`config.mk`:
```
export PLATFORM = sky130hd
export DESIGN_NAME = laser_point_feeder_flat
export DESIGN_NICKNAME = d
export VERILOG_FILES = /design/src/rtl/laser_point_feeder_if.sv /design/src/rtl/laser_point_feeder.sv /design/src/flat_wrapper.sv
export SDC_FILE = /design/constraint.sdc
export NUM_CORES = 2
export LEC_CHECK = 0
export ABC_AREA = 0
export CORE_ASPECT_RATIO = 0.6
export CORE_MARGIN = 5
export CORE_UTILIZATION = 30
export CTS_BUF_LIST = sky130_fd_sc_hd__clkbuf_4 sky130_fd_sc_hd__clkbuf_8
export DETAILED_ROUTE_END_ITERATION = 8
export MAX_ROUTING_LAYER = met4
export SLEW_MARGIN = 0
export SYNTH_ARGS = -nofsm -noshare
export SYNTH_HDL_FRONTEND = slang
export SYNTH_SLANG_ARGS = --single-unit
```
`constraint.sdc`:
```
create_clock -name CLK -period 4.75 [get_ports CLK]
set_clock_uncertainty 0.2 [all_clocks]
set_input_delay 0.95 -clock CLK [delete_from_list [all_inputs] [get_ports CLK]]
set_output_delay 0.95 -clock CLK [all_outputs]
set_load 0.02 [all_outputs]
```
`src/rtl/laser_point_feeder_if.sv`:
```
// ---------------------------------------------------------------------------
// laser_point_feeder_if
//   Groups the host write port, the run control/status signals and the
//   laser-placement engine pins driven or observed by laser_point_feeder.
//
//   Host write port : wr_en, wr_addr, wr_x, wr_y
//   Run control     : start, busy, img_idx, all_done, timeout_err, proto_err
//   Engine side     : X, Y (points out), DONE, C1X, C1Y, C2X, C2Y (results in)
//   Captured result : res_c1x, res_c1y, res_c2x, res_c2y, res_valid
//
//   The feeder connects through the slave modport. The master modport is the
//   view from the host/engine side, for example a testbench.
// ---------------------------------------------------------------------------
interface laser_point_feeder_if #(
  parameter int ADDR_W = 8,
  parameter int IMG_W  = 2
);
  // Host write port
  logic              wr_en;
  logic [ADDR_W-1:0] wr_addr;
  logic [3:0]        wr_x;
  logic [3:0]        wr_y;

  // Run control
  logic              start;

  // Engine pins
  logic [3:0]        X;
  logic [3:0]        Y;
  logic              DONE;
  logic [3:0]        C1X;
  logic [3:0]        C1Y;
  logic [3:0]        C2X;
  logic [3:0]        C2Y;

  // Captured results and status
  logic [3:0]        res_c1x;
  logic [3:0]        res_c1y;
  logic [3:0]        res_c2x;
  logic [3:0]        res_c2y;
  logic              res_valid;
  logic [IMG_W-1:0]  img_idx;
  logic              busy;
  logic              all_done;
  logic              timeout_err;
  logic              proto_err;

  modport master (
    output wr_en, wr_addr, wr_x, wr_y, start,
    output DONE, C1X, C1Y, C2X, C2Y,
    input  X, Y,
    input  res_c1x, res_c1y, res_c2x, res_c2y, res_valid,
    input  img_idx, busy, all_done, timeout_err, proto_err
  );

  modport slave (
    input  wr_en, wr_addr, wr_x, wr_y, start,
    input  DONE, C1X, C1Y, C2X, C2Y,
    output X, Y,
    output res_c1x, res_c1y, res_c2x, res_c2y, res_valid,
    output img_idx, busy, all_done, timeout_err, proto_err
  );
endinterface

```
`src/rtl/laser_point_feeder.sv`:
```
// ---------------------------------------------------------------------------
// laser_point_feeder
//   Host-side driver for the two-circle laser-placement engine. The block holds
//   NUM_IMG images of NUM_PTS (X,Y) points. After a start pulse it streams each
//   image to the engine at one point per clock. It then waits for DONE,
//   captures the four result coordinates, leaves one idle cycle, and moves on
//   to the next image. A watchdog aborts the run if the engine never answers.
//
//   Ports
//     CLK   : clock, rising edge
//     RST   : asynchronous, active-high reset
//     bus   : laser_point_feeder_if.slave
//             wr_en/wr_addr/wr_x/wr_y  point memory write, accepted in IDLE only
//             start                    begins a run over all images (IDLE only)
//             X/Y                      registered point to the engine
//             DONE, C1X..C2Y           engine result handshake
//             res_*/res_valid          captured result with a one-cycle strobe
//             img_idx, busy            run progress
//             all_done, timeout_err,
//             proto_err                sticky status, cleared by start or RST
// ---------------------------------------------------------------------------
module laser_point_feeder #(
  parameter int NUM_PTS = 40,
  parameter int NUM_IMG = 4,
  parameter int ADDR_W  = 8,
  parameter int TIMEOUT = 1023
) (
  input  logic                 CLK,
  input  logic                 RST,
  laser_point_feeder_if.slave  bus
);

  localparam int DEPTH = NUM_PTS * NUM_IMG;
  localparam int IMG_W = (NUM_IMG > 1) ? $clog2(NUM_IMG) : 1;
  localparam int WD_W  = $clog2(TIMEOUT + 1);

  typedef enum logic [2:0] {
    S_IDLE,
    S_SEND,
    S_WAIT,
    S_GAP,
    S_FINISH
  } state_t;

  // Point memory: each entry is {x, y}.
  logic [7:0]        mem [DEPTH];

  state_t            state_q, state_d;
  logic [5:0]        cnt_q, cnt_d;       // index of the point now on X/Y
  logic [WD_W-1:0]   wd_q, wd_d;
  logic [IMG_W-1:0]  img_q, img_d;
  logic [3:0]        x_q, x_d;
  logic [3:0]        y_q, y_d;
  logic [3:0]        c1x_q, c1x_d;
  logic [3:0]        c1y_q, c1y_d;
  logic [3:0]        c2x_q, c2x_d;
  logic [3:0]        c2y_q, c2y_d;
  logic              res_valid_q, res_valid_d;
  logic              busy_q, busy_d;
  logic              all_done_q, all_done_d;
  logic              tout_q, tout_d;
  logic              proto_q, proto_d;

  logic [ADDR_W-1:0] rd_addr;
  logic [7:0]        rd_data;

  function automatic logic [ADDR_W-1:0] pt_addr(input logic [IMG_W-1:0] img,
                                                input logic [5:0]       pt);
    return ADDR_W'(img) * ADDR_W'(NUM_PTS) + ADDR_W'(pt);
  endfunction

  // NOTE: the point array has no reset. Its contents must survive RST, and
  // leaving it out of the reset tree lets it map onto plain storage.
  always_ff @(posedge CLK) begin
    if (state_q == S_IDLE && bus.wr_en && (32'(bus.wr_addr) < DEPTH))
      mem[bus.wr_addr] <= {bus.wr_x, bus.wr_y};
  end

  // Address of the point that goes onto X/Y at the next edge. On the last
  // point of an image the address is held in range; that read is unused
  // because the FSM drives zeros instead.
  always_comb begin
    rd_addr = '0;
    unique case (state_q)
      S_SEND:  rd_addr = (cnt_q == 6'(NUM_PTS - 1)) ? pt_addr(img_q, '0)
                                                   : pt_addr(img_q, cnt_q + 6'd1);
      S_GAP:   rd_addr = pt_addr(img_q, '0);
      default: rd_addr = '0;
    endcase
  end

  assign rd_data = mem[rd_addr];

  // NOTE: every state register updates with non-blocking assignments. All
  // of them then sample the same pre-edge values, whatever the order of the
  // statements.
  always_ff @(posedge CLK or posedge RST) begin
    if (RST) begin
      state_q     <= S_IDLE;
      cnt_q       <= '0;
      wd_q        <= '0;
      img_q       <= '0;
      x_q         <= '0;
      y_q         <= '0;
      c1x_q       <= '0;
      c1y_q       <= '0;
      c2x_q       <= '0;
      c2y_q       <= '0;
      res_valid_q <= 1'b0;
      busy_q      <= 1'b0;
      all_done_q  <= 1'b0;
      tout_q      <= 1'b0;
      proto_q     <= 1'b0;
    end else begin
      state_q     <= state_d;
      cnt_q       <= cnt_d;
      wd_q        <= wd_d;
      img_q       <= img_d;
      x_q         <= x_d;
      y_q         <= y_d;
      c1x_q       <= c1x_d;
      c1y_q       <= c1y_d;
      c2x_q       <= c2x_d;
      c2y_q       <= c2y_d;
      res_valid_q <= res_valid_d;
      busy_q      <= busy_d;
      all_done_q  <= all_done_d;
      tout_q      <= tout_d;
      proto_q     <= proto_d;
    end
  end

  // NOTE: every signal gets a default before the case statement. An
  // incomplete assignment path then cannot infer a latch.
  always_comb begin
    state_d     = state_q;
    cnt_d       = cnt_q;
    wd_d        = wd_q;
    img_d       = img_q;
    x_d         = x_q;
    y_d         = y_q;
    c1x_d       = c1x_q;
    c1y_d       = c1y_q;
    c2x_d       = c2x_q;
    c2y_d       = c2y_q;
    res_valid_d = 1'b0;
    busy_d      = busy_q;
    all_done_d  = all_done_q;
    tout_d      = tout_q;
    proto_d     = proto_q;

    unique case (state_q)
      S_IDLE: begin
        if (bus.start) begin
          // Point 0 of image 0 is presented in the same edge that accepts start.
          state_d    = S_SEND;
          busy_d     = 1'b1;
          img_d      = '0;
          cnt_d      = '0;
          x_d        = mem[pt_addr('0, '0)][7:4];
          y_d        = mem[pt_addr('0, '0)][3:0];
          all_done_d = 1'b0;
          tout_d     = 1'b0;
          proto_d    = 1'b0;
        end
      end

      S_SEND: begin
        if (cnt_q == 6'(NUM_PTS - 1)) begin
          state_d = S_WAIT;
          x_d     = '0;
          y_d     = '0;
          wd_d    = '0;
        end else begin
          cnt_d = cnt_q + 6'd1;
          x_d   = rd_data[7:4];
          y_d   = rd_data[3:0];
        end
      end

      S_WAIT: begin
        // When DONE and the watchdog limit arrive on the same edge, DONE wins.
        if (bus.DONE) begin
          c1x_d       = bus.C1X;
          c1y_d       = bus.C1Y;
          c2x_d       = bus.C2X;
          c2y_d       = bus.C2Y;
          res_valid_d = 1'b1;
          if (img_q == IMG_W'(NUM_IMG - 1)) begin
            state_d    = S_FINISH;
            all_done_d = 1'b1;
            busy_d     = 1'b0;
          end else begin
            img_d   = img_q + IMG_W'(1);
            state_d = S_GAP;
          end
        end else if (wd_q == WD_W'(TIMEOUT - 1)) begin
          // This edge completes TIMEOUT cycles of waiting.
          tout_d  = 1'b1;
          busy_d  = 1'b0;
          state_d = S_IDLE;
        end else begin
          wd_d = wd_q + WD_W'(1);
        end
      end

      S_GAP: begin
        // X/Y stayed zero for this one cycle; the next image starts at point 0.
        state_d = S_SEND;
        cnt_d   = '0;
        x_d     = rd_data[7:4];
        y_d     = rd_data[3:0];
      end

      S_FINISH: begin
        state_d = S_IDLE;
      end

      default: begin
        state_d = S_IDLE;
      end
    endcase

    // DONE outside WAIT is flagged and otherwise ignored.
    if (bus.DONE && state_q != S_WAIT)
      proto_d = 1'b1;
  end

  assign bus.X           = x_q;
  assign bus.Y           = y_q;
  assign bus.res_c1x     = c1x_q;
  assign bus.res_c1y     = c1y_q;
  assign bus.res_c2x     = c2x_q;
  assign bus.res_c2y     = c2y_q;
  assign bus.res_valid   = res_valid_q;
  assign bus.img_idx     = img_q;
  assign bus.busy        = busy_q;
  assign bus.all_done    = all_done_q;
  assign bus.timeout_err = tout_q;
  assign bus.proto_err   = proto_q;

endmodule

```
`src/flat_wrapper.sv`:
```
// flat-port wrapper written by rule: the top's interface ports become plain ports
module laser_point_feeder_flat 
#(
  parameter int NUM_PTS = 40,
  parameter int NUM_IMG = 4,
  parameter int ADDR_W  = 8,
  parameter int TIMEOUT = 1023
)
  (CLK, RST, bus_wr_en, bus_wr_addr, bus_wr_x, bus_wr_y, bus_start, bus_DONE, bus_C1X, bus_C1Y, bus_C2X, bus_C2Y, bus_X, bus_Y, bus_res_c1x, bus_res_c1y, bus_res_c2x, bus_res_c2y, bus_res_valid, bus_img_idx, bus_busy, bus_all_done, bus_timeout_err, bus_proto_err);
  laser_point_feeder_if #(.ADDR_W(ADDR_W), .IMG_W(2)) bus_i ();
  input  logic CLK;
  input  logic RST;
  input wire logic [$bits(bus_i.wr_en)-1:0] bus_wr_en;
  input wire logic [$bits(bus_i.wr_addr)-1:0] bus_wr_addr;
  input wire logic [$bits(bus_i.wr_x)-1:0] bus_wr_x;
  input wire logic [$bits(bus_i.wr_y)-1:0] bus_wr_y;
  input wire logic [$bits(bus_i.start)-1:0] bus_start;
  input wire logic [$bits(bus_i.DONE)-1:0] bus_DONE;
  input wire logic [$bits(bus_i.C1X)-1:0] bus_C1X;
  input wire logic [$bits(bus_i.C1Y)-1:0] bus_C1Y;
  input wire logic [$bits(bus_i.C2X)-1:0] bus_C2X;
  input wire logic [$bits(bus_i.C2Y)-1:0] bus_C2Y;
  output wire logic [$bits(bus_i.X)-1:0] bus_X;
  output wire logic [$bits(bus_i.Y)-1:0] bus_Y;
  output wire logic [$bits(bus_i.res_c1x)-1:0] bus_res_c1x;
  output wire logic [$bits(bus_i.res_c1y)-1:0] bus_res_c1y;
  output wire logic [$bits(bus_i.res_c2x)-1:0] bus_res_c2x;
  output wire logic [$bits(bus_i.res_c2y)-1:0] bus_res_c2y;
  output wire logic [$bits(bus_i.res_valid)-1:0] bus_res_valid;
  output wire logic [$bits(bus_i.img_idx)-1:0] bus_img_idx;
  output wire logic [$bits(bus_i.busy)-1:0] bus_busy;
  output wire logic [$bits(bus_i.all_done)-1:0] bus_all_done;
  output wire logic [$bits(bus_i.timeout_err)-1:0] bus_timeout_err;
  output wire logic [$bits(bus_i.proto_err)-1:0] bus_proto_err;
  assign bus_i.wr_en = bus_wr_en;
  assign bus_i.wr_addr = bus_wr_addr;
  assign bus_i.wr_x = bus_wr_x;
  assign bus_i.wr_y = bus_wr_y;
  assign bus_i.start = bus_start;
  assign bus_i.DONE = bus_DONE;
  assign bus_i.C1X = bus_C1X;
  assign bus_i.C1Y = bus_C1Y;
  assign bus_i.C2X = bus_C2X;
  assign bus_i.C2Y = bus_C2Y;
  assign bus_X = bus_i.X;
  assign bus_Y = bus_i.Y;
  assign bus_res_c1x = bus_i.res_c1x;
  assign bus_res_c1y = bus_i.res_c1y;
  assign bus_res_c2x = bus_i.res_c2x;
  assign bus_res_c2y = bus_i.res_c2y;
  assign bus_res_valid = bus_i.res_valid;
  assign bus_img_idx = bus_i.img_idx;
  assign bus_busy = bus_i.busy;
  assign bus_all_done = bus_i.all_done;
  assign bus_timeout_err = bus_i.timeout_err;
  assign bus_proto_err = bus_i.proto_err;
  laser_point_feeder #(.NUM_PTS(NUM_PTS), .NUM_IMG(NUM_IMG), .ADDR_W(ADDR_W), .TIMEOUT(TIMEOUT)) u_core (.CLK(CLK), .RST(RST), .bus(bus_i));
endmodule
```
==> impl_metrics.yaml <==
drt:
  routed_wl_um: 166000
  vias_per_cell: 5.44
  ant_nets: 0
  wl_per_cell_um: 26.5
  drc: 0
  dr.pass1.iters: 8
  num_vias: 34100
  drt_iter0_markers: 5554
critical_path:
  slowest_delay_ps: 880
  path_delay_family: "compound AO/OA/AOI/OAI gates"
  reg2reg_slack_ps: 160
  critPathLaunchType: "register"
  worst_path_max_delay_cell: "o32ai_1"
  cp_cell_sequence: "ha_2, nand3_1, xnor2_1, fa_1, o32ai_1, buf_4, o211a_1, nor3_1, a2111o_1, o41a_1"
  critical_path_buf_inv_count: 1
  required_ps: 5300
  worst-setup-path-type: "register to register"
  end_kind: "register"
  crit_path_max_fanout: 8
  arrival_ps: 5140
placed_design:
  dp_hpwl_um: 105000
  gp_congestion: 0.971
  dp_slack_ps: 183
  portBuffers: 67
grt:
  grt_pass1_wl_um: 236000
  grt_pass1_vias: 31700
  antenna_found_initial: 5
  overflow: 0
  grt_usage: 0.177
  grt_max_degree: 125
clocking:
  cts_max_level: 4
  cts_resized: 0
  ctsHoldBuffers: 0
  cts_tree: "yes"
  cts_buffers: 184
  insertion_delay_ps: 900
  cts_root_buf: "clkbuf_8"
  cts.clk_slew.worst_paths_ps: 70
  post_cts_buffers: 0
  max-clock-path-buffers: 4
  clock-sinks: 1330
sta:
  worst_slack_ps: 161
  slew_headroom: 0.119
  rsz0062_at_grt: "false"
  finalCriticalPeriod_ps: 4590
  finalSetupViolCount: 0
  max_slew.worst_pin.slew_ps: 1310
  fmax_mhz: 218
  period_share: 0.966
  final_hold_viol_count: 0
  slew_violations: 0
  holdWs_ps: 295
  finalSetupTns_ps: 0
logic_synthesis:
  syn_nets: 3531
  synth_cell_types: 75
  yosysSeqAreaShare: 0.750
  synth_edf_count: 1280
  yosysWarnings: 0
  syn_inst: 3486
  avgSynthCellArea_um2: 15.2
  synthFlopType: "edfxtp_1"
  synth_area_mm2: 0.0530
  postSynth.asyncResetShare: 0.0376
  ys_ff_latch: 1330
floorplan:
  fp.dieH_um: 335
  placementRows: 119
  top_level_ports: 68
  core_area_mm2: 0.175
  die_w_um: 552
  die_area_mm2: 0.185
  initial_utilization: 0.302
final_layout:
  nets: 3806
  final_common_cell: "edfxtp_1"
  area_delta_synth_final_pct: 16.1
  drive_gt1_frac: 0.171
  mostFrequentLayoutCells: "edfxtp_1, nand2_1, nor2_1, buf_4, clkbuf_8"
power_and_ir_drop:
  power.leakage_nw: 19.7
  power_density_mw_per_mm2: 655
  vdd_drop_max_v: 0.000717
run:
  max-cap-violations: 0
hold_path:
  holdCritPathClass: "input pin to register"
outcome:
  status: "finished, final reports clean"
## where the power goes
part	switching [mW]	internal [mW]	leakage [nW]	total, mW
Combinational	12.8	5.58	5.77	18.4
Clock	4.44	4.33	1.84	8.77
Sequential	0.133	13.0	12.1	13.1
## stage by stage
| stage | std cells | utilization | power, mW | area [um2] |
|---|---|---|---|---|
| floorplan | 3486 | - | 23.4 | 53000 |
| detailed placement | 5934 | 0.331 | 31.0 | 58000 |
| global route | 6259 | 0.350 | 41.6 | 61500 |
| CTS | 6255 | 0.350 | 39.7 | 61400 |
| global placement | 5934 | 0.331 | 31.0 | 58000 |
| finish | 6259 | 0.350 | 40.3 | 61500 |
## path summary, 6_finish.rpt
check | startpoint | end | cells past startpoint
max reg2reg | u_core.cnt_q[0] | u_core.bus.X[0] | 10
max | u_core.cnt_q[0] | u_core.bus.X[0] | 10
min in group asynchronous | RST | u_core.bus.res_c2x[2] | 2
min | bus_wr_x[1] | u_core.mem[145][5] | 1
min reg2reg | u_core.bus.res_c2x[1] | u_core.bus.res_c2x[1] | 1
max in group asynchronous | RST | u_core.bus.X[0] | 3
## synth_stat cells (23+ instances only)
cell type	instances	area, um2
a311oi_1	23	201
o21ai_0	132	661
mux2_2	63	709
o221ai_1	79	692
buf_2	55	275
o2bb2ai_1	23	201
a21oi_1	161	806
nand2_1	280	1050
clkbuf_1	160	601
a211oi_1	77	578
a31oi_1	50	313
nand3_1	71	355
and2_1	25	156
mux2i_1	121	1210
a221oi_1	40	350
a22oi_1	61	458
nor2b_1	28	175
o22ai_1	121	757
edfxtp_1	1280	38400
buf_1	24	90.1
nor2_1	261	980
dfrtp_1	50	1250
nor3_1	37	185
## flip-flops by register name, summed over array words and instances (netlist names)
register / count
u_core.cnt_q: 6
u_core.bus.all_done: 1
u_core.bus.res_c2x: 4
u_core.mem: 1280
u_core.bus.X: 4
u_core.state_q: 3
u_core.bus.res_valid: 1
u_core.bus.timeout_err: 1
u_core.wd_q: 10
u_core.bus.res_c2y: 4
u_core.bus.busy: 1
u_core.bus.res_c1y: 4
u_core.bus.Y: 4
u_core.bus.img_idx: 2
u_core.bus.res_c1x: 4
u_core.bus.proto_err: 1
## final cells by class
cell class              instances  area, um2
diodes                          4       10.0
clock buffers                 235       2940
clock inverters                86        518
fillers                     16800     114000
inverters                       7       28.8
multi-input cells            1901      12300
flip-flops and latches       1330      39700
well taps                    2359       2950
repair buffers                337       2980
## layer usage
metal	GRT usage	share of wire
met1	0.273	0.45
met2	0.216	0.38
met3	0.0695	0.15
met4	0.0312	0.016
met5	-	0
## cells by family (layout without fill, tap and decap cells)
family / count (synthesis) / after routing / share of synthesized area
AOI/OAI and AO/OA: 918 / 918 / 0.121
buffers and inverters: 255 / 665 / 0.0202
DFF: 1330 / 1330 / 0.750
other: 0 / 4 / 0
muxes: 199 / 199 / 0.0427
and+or+nand+nor: 765 / 765 / 0.0629
adders and majority gates: 8 / 8 / 0.00203
xor gates and xnor gates: 11 / 11 / 0.00182
(Power assumes the default switching activity.)
